<file path="config.mk">
export PLATFORM = sky130hd
export DESIGN_NAME = half_sigmoid_backprop_flat
export DESIGN_NICKNAME = d
export VERILOG_FILES = /design/src/rtl/half_pkg.sv /design/src/rtl/half_sigmoid_backprop_if.sv /design/src/rtl/half_fixed_mult.sv /design/src/rtl/half_sigmoid_backprop.sv /design/src/flat_wrapper.sv
export SDC_FILE = /design/constraint.sdc
export NUM_CORES = 1
export LEC_CHECK = 0
export BUFFER_PORTS_ARGS = -buffer_cell sky130_fd_sc_hd__buf_2
export CAP_MARGIN = 20
export CORE_MARGIN = 2
export CORE_UTILIZATION = 52
export CTS_CLUSTER_DIAMETER = 40
export CTS_CLUSTER_SIZE = 20
export DETAILED_ROUTE_END_ITERATION = 7
export PLACE_DENSITY = 0.71
export SLEW_MARGIN = 0
export SYNTH_ARGS = -nofsm -noshare
export SYNTH_HDL_FRONTEND = slang
export SYNTH_SLANG_ARGS = --single-unit
</file>
<file path="constraint.sdc">
create_clock -name clk -period 12.27 [get_ports clk]
set_input_delay 0.6135 -clock clk [delete_from_list [all_inputs] [get_ports clk]]
set_output_delay 0.6135 -clock clk [all_outputs]
set_load 0.02 [all_outputs]
</file>
<file path="src/rtl/half_pkg.sv">
// Shared binary16 types, constants and helpers for the half-precision datapath blocks.
package half_pkg;

    typedef struct packed {
        logic       sign;
        logic [4:0] exp;
        logic [9:0] mant;
    } half_t;

    localparam int          HALF_EXP_BIAS = 15;
    localparam int          HALF_MANT_W   = 10;
    localparam logic [15:0] HALF_POS_INF  = 16'h7C00;
    localparam logic [15:0] HALF_QNAN     = 16'h7E00;
    localparam logic [15:0] HALF_ONE      = 16'h3C00;

    function automatic logic is_nan(input half_t h);
        return (h.exp == 5'h1F) && (h.mant != 10'h0);
    endfunction

endpackage

</file>
<file path="src/rtl/half_sigmoid_backprop_if.sv">
// Streaming operand/result bundle for half_sigmoid_backprop (no backpressure).
interface half_sigmoid_backprop_if;
    logic        in_valid;
    logic [15:0] y;
    logic [15:0] g;
    logic        out_valid;
    logic [15:0] c;

    modport master (output in_valid, y, g, input out_valid, c);
    modport slave  (input in_valid, y, g, output out_valid, c);
endinterface

</file>
<file path="src/rtl/half_fixed_mult.sv">
// Half (decoded) times unsigned fixed-point multiply with leading-one normalise,
// round-to-nearest-even, flush-to-zero and special-case selection. One register stage.
module half_fixed_mult import half_pkg::*; #(
    parameter int unsigned FRAC_BITS = 16,
    parameter logic [15:0] QNAN      = 16'h7E00
) (
    input  logic               clk,
    input  logic               rstn,
    input  logic               in_valid,
    input  logic               nan,
    input  logic               g_inf,
    input  logic               g_sign,
    input  logic [4:0]         g_exp,
    input  logic [10:0]        g_mant,
    input  logic [FRAC_BITS:0] d,
    input  logic [7:0]         exp_off,
    output logic               out_valid,
    output logic [15:0]        c
);
    localparam int unsigned PW = 12 + FRAC_BITS;

    logic [PW-1:0] p;
    logic [PW-1:0] pn;
    logic [9:0]    mant10;
    logic          guard;
    logic          sticky;
    logic [10:0]   m_rnd;
    int            lead;
    int            e_res;
    logic [15:0]   res;

    // Multiply, normalise to the leading one, round and pick the special-case result.
    always_comb begin
        p    = PW'(g_mant) * PW'(d);
        lead = 0;
        for (int i = 0; i < int'(PW); i++) begin
            if (p[i]) lead = i;
        end
        pn     = p << (int'(PW) - 1 - lead);
        mant10 = 10'(pn >> (PW - 11));
        guard  = pn[PW-12];
        sticky = |pn[PW-13:0];
        m_rnd  = {1'b0, mant10} + 11'(guard & (sticky | mant10[0]));
        // Exponent is biased: g_exp already carries the bias, exp_off removes fixed-point scaling.
        e_res  = int'(g_exp) + lead - int'(exp_off) + int'(m_rnd[10]);
        res    = {g_sign, 15'h0};
        if (nan) begin
            res = QNAN;
        end else if (g_inf) begin
            res = (d == '0) ? QNAN : {g_sign, 5'h1F, 10'h0};
        end else if (p != '0 && e_res > 0) begin
            res = {g_sign, e_res[4:0], m_rnd[9:0]};
        end
    end

    // Output register with synchronous active-low clear.
    always_ff @(posedge clk) begin
        if (!rstn) begin
            out_valid <= 1'b0;
            c         <= 16'h0;
        end else begin
            out_valid <= in_valid;
            c         <= res;
        end
    end

endmodule

</file>
<file path="src/rtl/half_sigmoid_backprop.sv">
// Sigmoid backward pass: c = g * y * (1 - y) in binary16, three-cycle latency, one result/clock.
module half_sigmoid_backprop import half_pkg::*; #(
    parameter int unsigned FRAC_BITS = 16,
    parameter logic [15:0] QNAN      = 16'h7E00
) (
    input logic                     clk,
    input logic                     rstn,
    half_sigmoid_backprop_if.slave  bus
);
    localparam int unsigned         WW      = FRAC_BITS + 26;
    localparam logic [FRAC_BITS:0]  ONE_FIX = (FRAC_BITS+1)'(1) << FRAC_BITS;

    logic [2:0]           vld_sr;
    half_t                y_q, g_q;

    logic [WW-1:0]        wide;
    logic [FRAC_BITS:0]   u_c;
    logic                 nan_c, inf_c;
    logic [10:0]          gm_c;

    logic [FRAC_BITS:0]   u_q;
    logic                 nan1_q, inf1_q, gs1_q;
    logic [4:0]           ge1_q;
    logic [10:0]          gm1_q;

    logic [2*FRAC_BITS+1:0] prod;
    logic [FRAC_BITS:0]   d_q;
    logic                 nan2_q, inf2_q, gs2_q;
    logic [4:0]           ge2_q;
    logic [10:0]          gm2_q;

    // Decode captured y into truncated Q1.FRAC_BITS and g into hidden-bit mantissa plus flags.
    always_comb begin
        wide = '0;
        u_c  = '0;
        if (y_q.sign || y_q.exp == 5'h0) begin
            u_c = '0;
        end else if (int'(y_q.exp) >= HALF_EXP_BIAS) begin
            u_c = ONE_FIX;
        end else begin
            wide = WW'({1'b1, y_q.mant}) << (int'(y_q.exp) + int'(FRAC_BITS));
            u_c  = (FRAC_BITS+1)'(wide >> (HALF_EXP_BIAS + HALF_MANT_W));
        end
        nan_c = is_nan(y_q) || is_nan(g_q);
        inf_c = (g_q.exp == 5'h1F) && (g_q.mant == 10'h0);
        // Subnormal g flushes to zero.
        gm_c  = (g_q.exp == 5'h0) ? 11'h0 : {1'b1, g_q.mant};
        prod  = (2*FRAC_BITS+2)'(u_q) * (2*FRAC_BITS+2)'(ONE_FIX - u_q);
    end

    // Input capture, decode stage and y(1-y) stage; valid travels alongside in a shift register.
    always_ff @(posedge clk) begin
        if (!rstn) begin
            vld_sr <= 3'b0;
            y_q    <= '0;
            g_q    <= '0;
            u_q    <= '0;
            nan1_q <= 1'b0;
            inf1_q <= 1'b0;
            gs1_q  <= 1'b0;
            ge1_q  <= 5'h0;
            gm1_q  <= 11'h0;
            d_q    <= '0;
            nan2_q <= 1'b0;
            inf2_q <= 1'b0;
            gs2_q  <= 1'b0;
            ge2_q  <= 5'h0;
            gm2_q  <= 11'h0;
        end else begin
            vld_sr <= {vld_sr[1:0], bus.in_valid};
            y_q    <= bus.y;
            g_q    <= bus.g;
            u_q    <= u_c;
            nan1_q <= nan_c;
            inf1_q <= inf_c;
            gs1_q  <= g_q.sign;
            ge1_q  <= g_q.exp;
            gm1_q  <= gm_c;
            d_q    <= (FRAC_BITS+1)'(prod >> FRAC_BITS);
            nan2_q <= nan1_q;
            inf2_q <= inf1_q;
            gs2_q  <= gs1_q;
            ge2_q  <= ge1_q;
            gm2_q  <= gm1_q;
        end
    end

    half_fixed_mult #(
        .FRAC_BITS (FRAC_BITS),
        .QNAN      (QNAN)
    ) u_mult (
        .clk       (clk),
        .rstn      (rstn),
        .in_valid  (vld_sr[2]),
        .nan       (nan2_q),
        .g_inf     (inf2_q),
        .g_sign    (gs2_q),
        .g_exp     (ge2_q),
        .g_mant    (gm2_q),
        .d         (d_q),
        .exp_off   (8'(HALF_MANT_W + int'(FRAC_BITS))),
        .out_valid (bus.out_valid),
        .c         (bus.c)
    );

endmodule

</file>
<file path="src/flat_wrapper.sv">
// flat-port wrapper written by rule: the top's interface ports become plain ports
module half_sigmoid_backprop_flat import half_pkg::*;
#(
    parameter int unsigned FRAC_BITS = 16,
    parameter logic [15:0] QNAN      = 16'h7E00
)
  (clk, rstn, bus_in_valid, bus_y, bus_g, bus_out_valid, bus_c);
  half_sigmoid_backprop_if bus_i ();
  input logic clk;
  input logic rstn;
  input wire logic [$bits(bus_i.in_valid)-1:0] bus_in_valid;
  input wire logic [$bits(bus_i.y)-1:0] bus_y;
  input wire logic [$bits(bus_i.g)-1:0] bus_g;
  output wire logic [$bits(bus_i.out_valid)-1:0] bus_out_valid;
  output wire logic [$bits(bus_i.c)-1:0] bus_c;
  assign bus_i.in_valid = bus_in_valid;
  assign bus_i.y = bus_y;
  assign bus_i.g = bus_g;
  assign bus_out_valid = bus_i.out_valid;
  assign bus_c = bus_i.c;
  half_sigmoid_backprop #(.FRAC_BITS(FRAC_BITS), .QNAN(QNAN)) u_core (.clk(clk), .rstn(rstn), .bus(bus_i));
endmodule
</file>
After elaboration in Yosys (flattened, before gate mapping):

Cells that the tools add are included.
Widths: inputs -> output; s select.

* add/subtract/negate cells: 7
* $mul: 2
* magnitude comparators: 2
* equality and inequality tests: 2
* shifts and indexed selects: 2
* multiplexer cells: 33
* bitwise logic cells: 3
* reductions and logical operators: 18

Operators with widths (count)
* $mux 32: 25
* $shl 11x32->42: 1
* $mul 17x34->33: 1
* $add 32x2->32: 1
* $add 6x32->32: 1
* $gt 32x1->1 const B: 1
* $mux 16: 2
* $shl 28x32->27: 1
* $sub 32x6->32 const B: 1
* $sub 6x32->32 const A: 1
* $mux 15: 2
* $mul 11x17->28: 1
* $reduce_bool 28->1: 1
* $reduce_bool 10->1: 2
* $sub 17x17->18 const A: 1
* $logic_not 17->1: 1
* $mux 17: 1
* $reduce_or 16->1: 1
* $add 10x1->11: 1
* $mux 11: 1
* $eq 5x5->1 const B: 2
* $logic_not 10->1: 1
* $logic_not 5->1: 2
* $add 5x5->6 const B: 1
* 10 further kinds: 16

* bits in registers: 124
* input port bits: 35
* logic and storage cells: 93

Longest topological paths before layout:

Gate-level depths: netlist of the first run.

* word-level depth: 40
* mapped depth: 51
* depth with buffers taken out: 47

Cells and area by module:

Synthesis of the first run repeated with hierarchy kept, for this count alone.

* cells, all modules: 2699
* area total of the unflattened synthesis: 23689.0 um^2

By module, submodules not included
* half_sigmoid_backprop: times used 1, cells each 1466, area an instance 13620.6 um^2
* half_fixed_mult: times used 1, cells each 1233, area an instance 10068.4 um^2

Least setup slack after synthesis of the first run:

OpenSTA, ideal clock, no wires.

* path type: reg2reg
* from: reg u_core.gm2_q[10]
* to: reg u_core.u_mult.c[0]
* data arrival time: 10.620 ns
* data required time: 12.178 ns
* slack: 1.558 ns
* stages on the path, launching flop included: 44
* path buffers: 1
* period minus slack after synthesis: 10.712 ns
* path through: dfxtp_1 > clkbuf_1 > nand2_1 > fa_1 > inv_1 > fa_1 > inv_1 > fa_1 > fa_1 > inv_1 > fa_1 > ha_1 > a21o_1 > a211oi_1 > o31ai_2 > o311a_4 > o21a_1 > xnor2_1 > [8 not listed] > a311oi_2 > nor2_1 > ha_1 > o221ai_1 > nor3_2 > and3_1 > fa_1 > ha_1 > fa_1 > a21oi_1 > nor2_1 > nor2_1 > ha_1 > nand4b_1 > a211oi_1 > nor2_1 > nand3_1 > a311oi_1

* word-level cells in the longest chain between the ends: 30
* elaborated cells between the ends (all ways): 33

RTL lines
* from (decl): RTL line half_sigmoid_backprop.sv:30 `logic [10:0] gm2_q;`
* from (signal assigned): RTL line half_sigmoid_backprop.sv:84 `gm2_q <= gm1_q;`
* $mul 11x17->28 (*): RTL line half_fixed_mult.sv:34 `p = PW'(g_mant) * PW'(d);`
* $mux 32 (18 in series): RTL line half_fixed_mult.sv:37 `if (p[i]) lead = i;`
* $sub 6x32->32: RTL line half_fixed_mult.sv:39 `pn = p << (int'(PW) - 1 - lead);`
* $shl 28x32->27: RTL line half_fixed_mult.sv:39
* $reduce_or 16->1: RTL line half_fixed_mult.sv:42 `sticky = |pn[PW-13:0];`
* $or 1x1->1: RTL line half_fixed_mult.sv:43 `m_rnd = {1'b0, mant10} + 11'(guard & (sticky | mant10[0]));`
* $and 1x1->1: RTL line half_fixed_mult.sv:43
* $add 10x1->11: RTL line half_fixed_mult.sv:43
* $add 32x2->32: RTL line half_fixed_mult.sv:45 `e_res = int'(g_exp) + lead - int'(exp_off) + int'(m_rnd[10]);`
* $gt 32x1->1: RTL line half_fixed_mult.sv:51 `end else if (p != '0 && e_res > 0) begin`
* $logic_and 1x1->1: RTL line half_fixed_mult.sv:51
* $mux 15 (*): RTL line half_fixed_mult.sv:51
* $mux 16 (*): RTL line half_fixed_mult.sv:49 `end else if (g_inf) begin`
* to (signal assigned): RTL line half_fixed_mult.sv:63 `c <= res;`
* to (decl): RTL line half_fixed_mult.sv:18 `output logic [15:0] c`

Mark *: on every way between the ends. The rest lies on a longest branch, timed or not.
A chain may end at the register's enable or synchronous reset.

Worst setup path in the final report of the first run:

* from: reg u_core.gm2_q[10]
* to: reg u_core.u_mult.c[9]

* word-level cells in the longest chain between the ends: 31
* elaborated cells between the ends (all ways): 34

RTL lines
* $mul 11x17->28 (*): RTL line half_fixed_mult.sv:34
* $mux 32 (18 in series): RTL line half_fixed_mult.sv:37
* $sub 6x32->32: RTL line half_fixed_mult.sv:39
* $shl 28x32->27: RTL line half_fixed_mult.sv:39
* $reduce_or 16->1: RTL line half_fixed_mult.sv:42
* $or 1x1->1: RTL line half_fixed_mult.sv:43
* $and 1x1->1: RTL line half_fixed_mult.sv:43
* $add 10x1->11: RTL line half_fixed_mult.sv:43
* $add 32x2->32: RTL line half_fixed_mult.sv:45
* $gt 32x1->1: RTL line half_fixed_mult.sv:51
* $logic_and 1x1->1: RTL line half_fixed_mult.sv:51
* $mux 15 (*): RTL line half_fixed_mult.sv:51
* $mux 16 (*): RTL line half_fixed_mult.sv:49
* $mux 15 (*): RTL line half_fixed_mult.sv:47 `if (nan) begin`

Marks and branches as above.

==> flow_summary.json, run 1 <==
{
  "status": "complete, no violations",
  "dp_cells": 3192,
  "clkSinkCount": 124,
  "die_h_um": 217,
  "die-width_um": 217,
  "synth_nets": 3253,
  "synth-edff-count": 0,
  "setup_violations": 0,
  "dp_hpwl_mm": 46.4,
  "endpoint": "u_core.u_mult.c[9]",
  "synth_area_mm2": 0.0236,
  "crit_slowest_cell": "or4b_2",
  "ys.flop_type": "dfxtp_1",
  "min_period_over_period_pct": 92.3,
  "slew_headroom_pct": 38.4,
  "synthCells": 2625,
  "wire_per_inst_um": 18.1,
  "path_delay_family": "adder cells",
  "slowest_delay_ns": 0.68,
  "worst-endpoint-arrival_ns": 11.68,
  "drt_pass1_iterations": 5,
  "drv_slew": 0,
  "pin_count": 52,
  "initial_core_util_pct": 52.4,
  "startpoint": "u_core.gm2_q[10]",
  "required_ns": 12.62,
  "drtIter0Drc": 1111,
  "syn2layout_area_growth_pct": 5.83,
  "cts_buffer_depth": 2,
  "skew_ns": 0.0104,
  "routabilityCongestion": 0.904,
  "maxCapViolations": 0,
  "period_minus_slack_ns": 11.33,
  "startpoint_type": "register",
  "num_rows": 78,
  "yosys_warnings": 0,
  "ant_nets": 0,
  "endpoint_kind": "register",
  "antenna_found_initial": 0,
  "die_area_mm2": 0.0472,
  "grtUsageTotal_pct": 26.2,
  "port_buffers": 51,
  "whs_ns": 0.388,
  "pre_cts_slack_ns": 0.581,
  "async_flop_share_pct": 0,
  "cp_common_cell": "fa_1",
  "h-tree-depth": 4,
  "ys_seq_elements": 124,
  "crit_buf_inv": 5,
  "grt_pass1_wl_mm": 98.7,
  "grt_pass1_vias": 19500,
  "syn_area_per_cell_um2": 9.01,
  "drive_gt1_share_pct": 7.13,
  "grt_max_degree": 67,
  "ys_types": 103,
  "fin_cells": 3226,
  "finalNetCount": 3239,
  "fillers": 4062,
  "drc": 0,
  "cts_buffers": 17,
  "reg2regPathDepth": 45,
  "r2r_slack_ns": 0.94,
  "fmaxAchievable_mhz": 88.3,
  "ys_seq_area_share_pct": 10.5,
  "cellPowerDensity_mw_per_mm2": 83.7,
  "reg2reg_from": "u_core.gm2_q[10]",
  "grt-ovfl-total": 0,
  "via_per_inst": 5.47,
  "wl_mm": 58.5,
  "fin_tns_setup_ns": 0,
  "crit_fanout": 17,
  "critical_path_class": "register to register",
  "cts_tree": "done",
  "tightest_slew_ns": 0.915,
  "cts-root-buf": "clkbuf_16",
  "worstHoldPathType": "input pin to register",
  "clk_latency_ns": 0.43,
  "peakVddDrop_mv": 0.100,
  "power_leakage_uw": 0.0115,
  "rsz0062_at_grt": "false",
  "num_vias": 17700,
  "setup_slack_ns": 0.941,
  "clk_pin_slew_ns": 0.06,
  "core_mm2": 0.0451,
  "hold_violations": 0,
  "reg2reg_to": "u_core.u_mult.c[9]",
  "crit_cells": 45
}
## cell families (layout without fill, tap and decap cells)
logic type,count (synthesis),count (layout),synth area share (%)
AOI/OAI and AO/OA,294,294,8.99
and+or+nand+nor,879,879,21.0
buffers and inverters,632,631,10.3
adders and majority gates,593,593,45.1
other,1,3,0.0159
xor gates and xnor gates,59,59,2.22
muxes,43,43,1.96
DFF,124,124,10.5
## cells in the mapped netlist, types with 6 or more instances
library cell | number | area share, %
buf_2 | 6 | 0.13
xnor2_1 | 39 | 1.4
nor3_1 | 44 | 0.93
ha_1 | 161 | 8.5
nand2_1 | 115 | 1.8
a211o_1 | 7 | 0.26
or3_1 | 16 | 0.42
a211oi_1 | 19 | 0.60
dfxtp_1 | 124 | 11
mux2i_1 | 29 | 1.2
nand3_1 | 29 | 0.61
inv_1 | 509 | 8.1
nor2b_1 | 84 | 2.2
xor2_1 | 19 | 0.70
nor4_1 | 14 | 0.37
and3_1 | 14 | 0.37
o22ai_1 | 12 | 0.32
or2_2 | 8 | 0.21
a21oi_1 | 75 | 1.6
mux2_2 | 12 | 0.57
o211ai_1 | 13 | 0.41
and2_1 | 245 | 6.5
nand2b_1 | 174 | 4.6
nor2_1 | 102 | 1.6
o21a_1 | 14 | 0.44
a21o_1 | 21 | 0.67
nand4_1 | 7 | 0.19
fa_1 | 432 | 37
o21ai_0 | 44 | 0.93
a31oi_1 | 8 | 0.21
clkbuf_1 | 103 | 1.6
## report_power, final
group | switching [µW] | internal, µW | total (µW)
sequential | 32.8 | 423 | 456
combinational | 721 | 429 | 1150
clock | 206 | 283 | 489
total | 960 | 1140 | 2090
## registers in the layout (all words and copies together), names as in the netlist, 11 cells and up
register / cells
u_core.g_q: 16
u_core.u_q: 17
u_core.d_q: 17
u_core.gm1_q: 11
u_core.gm2_q: 11
u_core.y_q: 16
u_core.u_mult.c: 16
## cells in the final DEF (no fill, tap or decap), types with 21 or more instances in the layout
cell type  synthesis  routed
nand2b_1         174     174
a21oi_1           75      75
buf_2              6      51
nor2b_1           84      84
nand2_1          115     115
a21o_1            21      21
dfxtp_1          124     112
inv_1            509     509
nor2_1           102     100
xnor2_1           39      39
mux2i_1           29      29
buf_4              1      35
o21ai_0           44      44
fa_1             432     432
and2_1           245     245
nor3_1            44      44
ha_1             161     161
nand3_1           29      28
## per-layer routing
metal | GRT usage (%) | up-vias | share of wire, %
met1 | 32.6 | 8936 | 42
met2 | 46.5 | 455 | 50
met3 | 2.01 | 142 | 3.4
met5 | 0 | - | 0
li1 | - | 8121 | -
met4 | 12.4 | 0 | 4.7
## what timing repair did
item,4_1_cts,5_1_grt
setup endpoints to repair,0,13
gates resized for setup,0,16
hold buffers,0,0
setup buffers,0,0
## cell type report
cell class | instances | area, µm² | share of cell area (%)
multi-input combinational | 1869 | 18800 | 75.0
sequential | 124 | 2500 | 9.98
clock buffer | 18 | 429 | 1.72
antenna | 2 | 5.00 | 0.0200
inverter | 513 | 1930 | 7.70
tap | 600 | 751 | 3.00
clock inverter | 14 | 135 | 0.540
timing repair buffer | 86 | 518 | 2.07
## how the worst min path moves through the flow
stage	startpoint	endpoint	slack, ns	cells past startpoint
3_5_place_dp	u_core.y_q[15]	u_core.u_q[16]	0.41	1
5_1_grt	bus_y[7]	u_core.y_q[7]	0.39	2
4_1_cts	bus_y[2]	u_core.y_q[2]	0.36	2
6_report	bus_y[2]	u_core.y_q[2]	0.39	2
3_3_place_gp	u_core.vld_sr[1]	u_core.vld_sr[2]	0.41	1
2_1_floorplan	u_core.y_q[15]	u_core.u_q[16]	0.40	1
## stage by stage
| stage | util, % | cell area [µm²] | total power, µW |
|---|---|---|---|
| 6_report | 55.5 | 25000 | 2090 |
| 4_1_cts | 55.4 | 25000 | 2090 |
| 3_5_place_dp | 54.1 | 24400 | 1590 |
| 3_3_place_gp | 54.1 | 24400 | 1580 |
| 2_1_floorplan | - | 23600 | 1300 |
| 5_1_grt | 55.5 | 25000 | 2230 |
Note: power is estimated with default switching activity, not from simulation.
==> run 2: changes to the inputs <==
--- a/config.mk
+++ b/config.mk
@@ -12,7 +12,8 @@
 export CTS_CLUSTER_DIAMETER = 40
 export CTS_CLUSTER_SIZE = 20
 export DETAILED_ROUTE_END_ITERATION = 7
-export PLACE_DENSITY = 0.71
+export GPL_ROUTABILITY_DRIVEN = 0
+export PLACE_DENSITY = 0.74
 export SLEW_MARGIN = 0
 export SYNTH_ARGS = -nofsm -noshare
 export SYNTH_HDL_FRONTEND = slang
==> run 2 against run 1 <==
  * Core utilization shrank 0.12 points
  * Register-to-register slack lost 0.33 ns
  * Non-clock buffer count shrank 9
  * Design area shrank 0.22%
  * Fmax shrank 2.9%
  * Cell count shrank 0.34%
  * Clock-buffer cell count shrank 1
  * Clock power grew 1%
  * Setup slack lost 0.33 ns
  * Combinational power is essentially flat
  * Sequential power is essentially flat
  * Critical path depth shrank 2
  * Critical path type unchanged
  * Critical endpoint unchanged
  * Largest power group unchanged
==> flow_summary.json, run 2 (synthesis gave the netlist of run 1 again) <==
{
  "skew_ns": 0.0154,
  "finalNetCount": 3230,
  "wl_mm": 58.0,
  "drt_pass1_iterations": 5,
  "fin_cells": 3215,
  "pin_count": 52,
  "cts_buffers": 17,
  "min_period_over_period_pct": 95.1,
  "startpoint_type": "register",
  "grt_pass1_vias": 19700,
  "critical_path_class": "register to register",
  "slew_headroom_pct": 29.6,
  "grt_max_degree": 67,
  "num_rows": 78,
  "worst-endpoint-arrival_ns": 12.01,
  "num_vias": 17900,
  "via_per_inst": 5.56,
  "most-common-layout-cells": "inv_1 (509), fa_1 (432), and2_1 (245)",
  "core_mm2": 0.0451,
  "grt-ovfl-total": 0,
  "worstHoldPathType": "input pin to register",
  "wire_per_inst_um": 18.0,
  "cp_common_cell": "fa_1",
  "cts_setup_buffers": 0,
  "p_total_uw": 2080,
  "drtIter0Drc": 1415,
  "rsz0062_at_grt": "false",
  "maxCapViolations": 0,
  "status": "complete, no violations",
  "initial_core_util_pct": 52.4,
  "grtUsageTotal_pct": 25.8,
  "drv_slew": 0,
  "clk_pin_slew_ns": 0.06,
  "dp_cells": 3183,
  "drive_gt1_share_pct": 6.88,
  "setup_violations": 0,
  "crit_fanout": 23,
  "antenna_found_initial": 0,
  "cellPowerDensity_mw_per_mm2": 83.1,
  "insertedDiodeCount": 0,
  "cts_tree": "done",
  "cts-root-buf": "clkbuf_16",
  "slowest_delay_ns": 0.55,
  "ant_nets": 0,
  "fin_tns_setup_ns": 0,
  "peakVddDrop_mv": 0.104,
  "die-width_um": 217,
  "endpoint_kind": "register",
  "drc": 0,
  "port_buffers": 51,
  "die_area_mm2": 0.0472,
  "fmaxAchievable_mhz": 85.7,
  "grt_pass1_wl_mm": 97.5,
  "clk_latency_ns": 0.44,
  "h-tree-depth": 4,
  "required_ns": 12.62,
  "layout_commonest_cell": "inv_1",
  "cts_buffer_depth": 2,
  "tightest_slew_ns": 1.05,
  "power_leakage_uw": 0.0114,
  "crit_slowest_cell": "fa_1",
  "period_minus_slack_ns": 11.66,
  "syn2layout_area_growth_pct": 5.60,
  "clkSinkCount": 124,
  "die_h_um": 217,
  "dp_hpwl_mm": 45.9,
  "hold_violations": 0,
  "reg_top3": "u_core.d_q: 17 flops, u_core.u_q: 17 flops"
}
run 2: changes by cell type in the layout (fill, tap and decap cells not counted), moves of 2 or more:
cell / before / now
diode_2: 2 / 0
inv_8: 1 / 6
clkinv_2: 3 / 1
buf_4: 35 / 26
inv_6: 6 / 3
clkinv_4: 1 / 3
run 2: report_power, final:
| group | switching (µW) | total (µW) | leakage, µW | internal [µW] |
|---|---|---|---|---|
| sequential | 35.3 | 459 | 0.00102 | 423 |
| combinational | 704 | 1120 | 0.0101 | 418 |
| clock | 224 | 495 | 0.000279 | 270 |
| total | 964 | 2080 | 0.0114 | 1110 |
run 2: worst max-delay path, delay by kind of cell (launching register included):
family                   cells  cell delay [ns]
AO/OA/AOI/OAI               12             3.20
AND/OR/NAND/NOR             14             2.29
flip-flops                   1             0.53
adder cells (fa/ha/maj)     11             4.33
buffers and inverters        5             0.89
multiplexers                 1             0.31
run 2: final timing paths:
check | start | endpoint | slack, ns | cells past startpoint
hold reg to reg | u_core.nan1_q | u_core.nan2_q | 0.43 | 1
hold / removal | bus_y[0] | u_core.y_q[0] | 0.37 | 2
setup / recovery | u_core.gm2_q[5] | u_core.u_mult.c[9] | 0.61 | 43
setup reg to reg | u_core.gm2_q[5] | u_core.u_mult.c[9] | 0.61 | 43
run 2: routing by layer:
metal  track usage, %  vias up  wire, µm
li1                 -     8117         -
met1             31.5     8990     23200
met2             44.7      610     28500
met3             2.99      155      3200
met4             13.7        0      3030
met5                0        -         0
run 2: final cells by class:
| cell class | instances | area, µm² |
|---|---|---|
| Fill cell | 3978 | 20100 |
| Multi-Input combinational cell | 1869 | 18800 |
| Sequential cell | 124 | 2500 |
| Inverter | 513 | 1930 |
| Tap cell | 600 | 751 |
| Timing Repair Buffer | 77 | 450 |
| Clock buffer | 17 | 425 |
| Clock inverter | 15 | 151 |
run 2: metrics by stage:
stage,util (%),area (µm²),hold WS [ns],setup WS (ns)
floorplan,-,23600,0.398,1.56
global placement,54.0,24300,0.413,0.624
detailed placement,54.0,24300,0.414,0.376
CTS,55.3,24900,0.361,0.302
global route,55.4,25000,0.378,0.0537
finish,55.4,25000,0.373,0.607
run 2: repair_timing:
item | 4_1_cts | 5_1_grt
endpoints found under the hold margin | 0 | 0
setup endpoints to repair | 0 | 13
resized for setup | 0 | 17
hold buffers | 0 | 0
==> run 3: changes to the inputs <==
--- a/config.mk
+++ b/config.mk
@@ -8,12 +8,12 @@
 export BUFFER_PORTS_ARGS = -buffer_cell sky130_fd_sc_hd__buf_2
 export CAP_MARGIN = 20
 export CORE_MARGIN = 2
-export CORE_UTILIZATION = 52
+export CORE_UTILIZATION = 45
 export CTS_CLUSTER_DIAMETER = 40
 export CTS_CLUSTER_SIZE = 20
 export DETAILED_ROUTE_END_ITERATION = 7
 export GPL_ROUTABILITY_DRIVEN = 0
-export PLACE_DENSITY = 0.74
+export PLACE_DENSITY = 0.66
 export SLEW_MARGIN = 0
 export SYNTH_ARGS = -nofsm -noshare
 export SYNTH_HDL_FRONTEND = slang
==> run 3 against run 2 <==
  * Largest cell class unchanged
  * Wire length increased by 3.3%
  * Flip-flop and latch count unchanged
  * Sequential power about the same
  * Die area increased by 15%
  * Register-to-register slack improved by 0.11 ns
  * Clock-buffer cell count is 4 higher
  * Core utilization fell by 7.2 points
==> flow_summary.json, run 3 (synthesis gave the netlist of run 1 again) <==
{
  "syn2layout_area_growth_pct": 6.43,
  "grt_pass1_vias": 19300,
  "startpoint_type": "register",
  "drc": 0,
  "startpoint": "u_core.d_q[3]",
  "clk_latency_ns": 0.45,
  "grt_max_degree": 66,
  "grtUsageTotal_pct": 23.1,
  "reg2reg_from": "u_core.d_q[3]",
  "cp_common_cell": "fa_1",
  "grt_pass1_wl_mm": 98.7,
  "cellPowerDensity_mw_per_mm2": 84.4,
  "dp_hpwl_mm": 48.0,
  "maxCapViolations": 0,
  "insertedDiodeCount": 0,
  "crit_slowest_cell": "or4b_2",
  "peakVddDrop_mv": 0.103,
  "drv_slew": 0,
  "pin_count": 52,
  "power_leakage_uw": 0.0115,
  "h-tree-depth": 4,
  "most-common-layout-cells": "inv_1 (509), fa_1 (432), and2_1 (245)",
  "grt-ovfl-total": 0,
  "cts_tree": "done",
  "fmaxAchievable_mhz": 86.5,
  "cts-root-buf": "clkbuf_16",
  "layout_commonest_cell": "inv_1",
  "wire_per_inst_um": 18.1,
  "min_period_over_period_pct": 94.2,
  "core_mm2": 0.0522,
  "die_h_um": 233,
  "drt_pass1_iterations": 7,
  "status": "complete, no violations",
  "fillers": 4897,
  "ant_nets": 0,
  "endpoint": "u_core.u_mult.c[0]",
  "drtIter0Drc": 1187,
  "hold_violations": 0,
  "reg2regPathDepth": 42,
  "slew_headroom_pct": 29.9,
  "crit_fanout": 14,
  "cts_buffers": 17,
  "via_per_inst": 5.34,
  "hold_buffers": 0,
  "cts_buffer_depth": 2,
  "reg2reg_to": "u_core.u_mult.c[0]",
  "critical_path_class": "register to register",
  "clk_pin_slew_ns": 0.06,
  "worstHoldPathType": "input pin to register",
  "fin_tns_setup_ns": 0,
  "utilization_pct": 48.2,
  "regArea_mm2": 0.00249,
  "port_buffers": 51,
  "reg_top3": "u_core.d_q: 17 flops, u_core.u_q: 17 flops",
  "die_area_mm2": 0.0544,
  "worst-endpoint-arrival_ns": 11.90,
  "r2r_slack_ns": 0.71,
  "clkSinkCount": 124,
  "endpoint_kind": "register",
  "drive_gt1_share_pct": 6.91,
  "num_vias": 17700,
  "tightest_slew_ns": 1.04,
  "antenna_found_initial": 0,
  "multiInputGateArea_mm2": 0.0188,
  "period_minus_slack_ns": 11.56,
  "die-width_um": 233,
  "slowest_delay_ns": 0.67,
  "num_rows": 84,
  "required_ns": 12.62,
  "setup_violations": 0,
  "finalNetCount": 3234,
  "skew_ns": 0.0201,
  "initial_core_util_pct": 45.3,
  "wl_mm": 59.9
}
==> run 3: cell types whose count changed in the layout (fill, tap and decap cells not counted), sizes merged <==
cell,change
inv,-6
buf,+4
clkbuf,+4
bufinv,+3
clkinv,-1
==> run 3: per-layer routing <==
layer,vias to the layer above,global-route usage [%],wire (µm)
met5,-,0,0
met4,0,9.95,2570
met3,136,2.86,2700
met2,522,39.8,29400
met1,8897,29.0,25200
li1,8120,-,-
==> run 3: worst min-delay path by stage <==
| stage | startpoint | depth (start not counted) | to | slack [ns] |
|---|---|---|---|---|
| after floorplan | u_core.y_q[15] | 1 | u_core.u_q[16] | 0.40 |
| after global placement | u_core.y_q[15] | 1 | u_core.u_q[16] | 0.40 |
| after detailed placement | u_core.y_q[15] | 1 | u_core.u_q[16] | 0.41 |
| after CTS | bus_g[15] | 2 | u_core.g_q[15] | 0.36 |
| after global routing | bus_y[3] | 2 | u_core.y_q[3] | 0.37 |
| final | bus_g[15] | 2 | u_core.g_q[15] | 0.37 |
==> run 3: timing repair <==
item,CTS,global route
buffers inserted,0,1
gates resized for setup,0,16
endpoints found under the setup margin,0,13
==> run 3: per-stage QoR <==
step	hold slack (ns)	power, µW	cell area, µm²	std cells	worst slack, ns
floorplan	0.398	1300	23600	2625	1.56
global placement	0.402	1540	24500	3274	0.540
detailed placement	0.411	1560	24500	3274	0.257
CTS	0.357	2100	25100	3306	0.129
global route	0.368	2240	25200	3307	-0.0164
finish	0.373	2120	25200	3307	0.713
==> run 3: worst max-delay path, delay by kind of cell (launching register included) <==
kind,cells,cell delay [ns]
compound gates,10,2.29
xor+xnor,1,0.28
fa+ha+maj,12,4.83
buf+inv,4,0.30
flops,1,0.59
simple gates,15,3.16
==> run 3: power breakdown <==
group	switching [µW]	internal [µW]
registers	34.1	423
logic	712	423
clock network	198	332
total	944	1180
==> run 3: area by class of cell <==
| class | count | share of cell area, % |
|---|---|---|
| Timing Repair Buffer | 81 | 1.91 |
| Tap cell | 688 | 3.42 |
| Inverter | 513 | 7.66 |
| Sequential cell | 124 | 9.91 |
| Clock buffer | 21 | 1.83 |
| Multi-Input combinational cell | 1869 | 74.6 |
| Clock inverter | 11 | 0.627 |
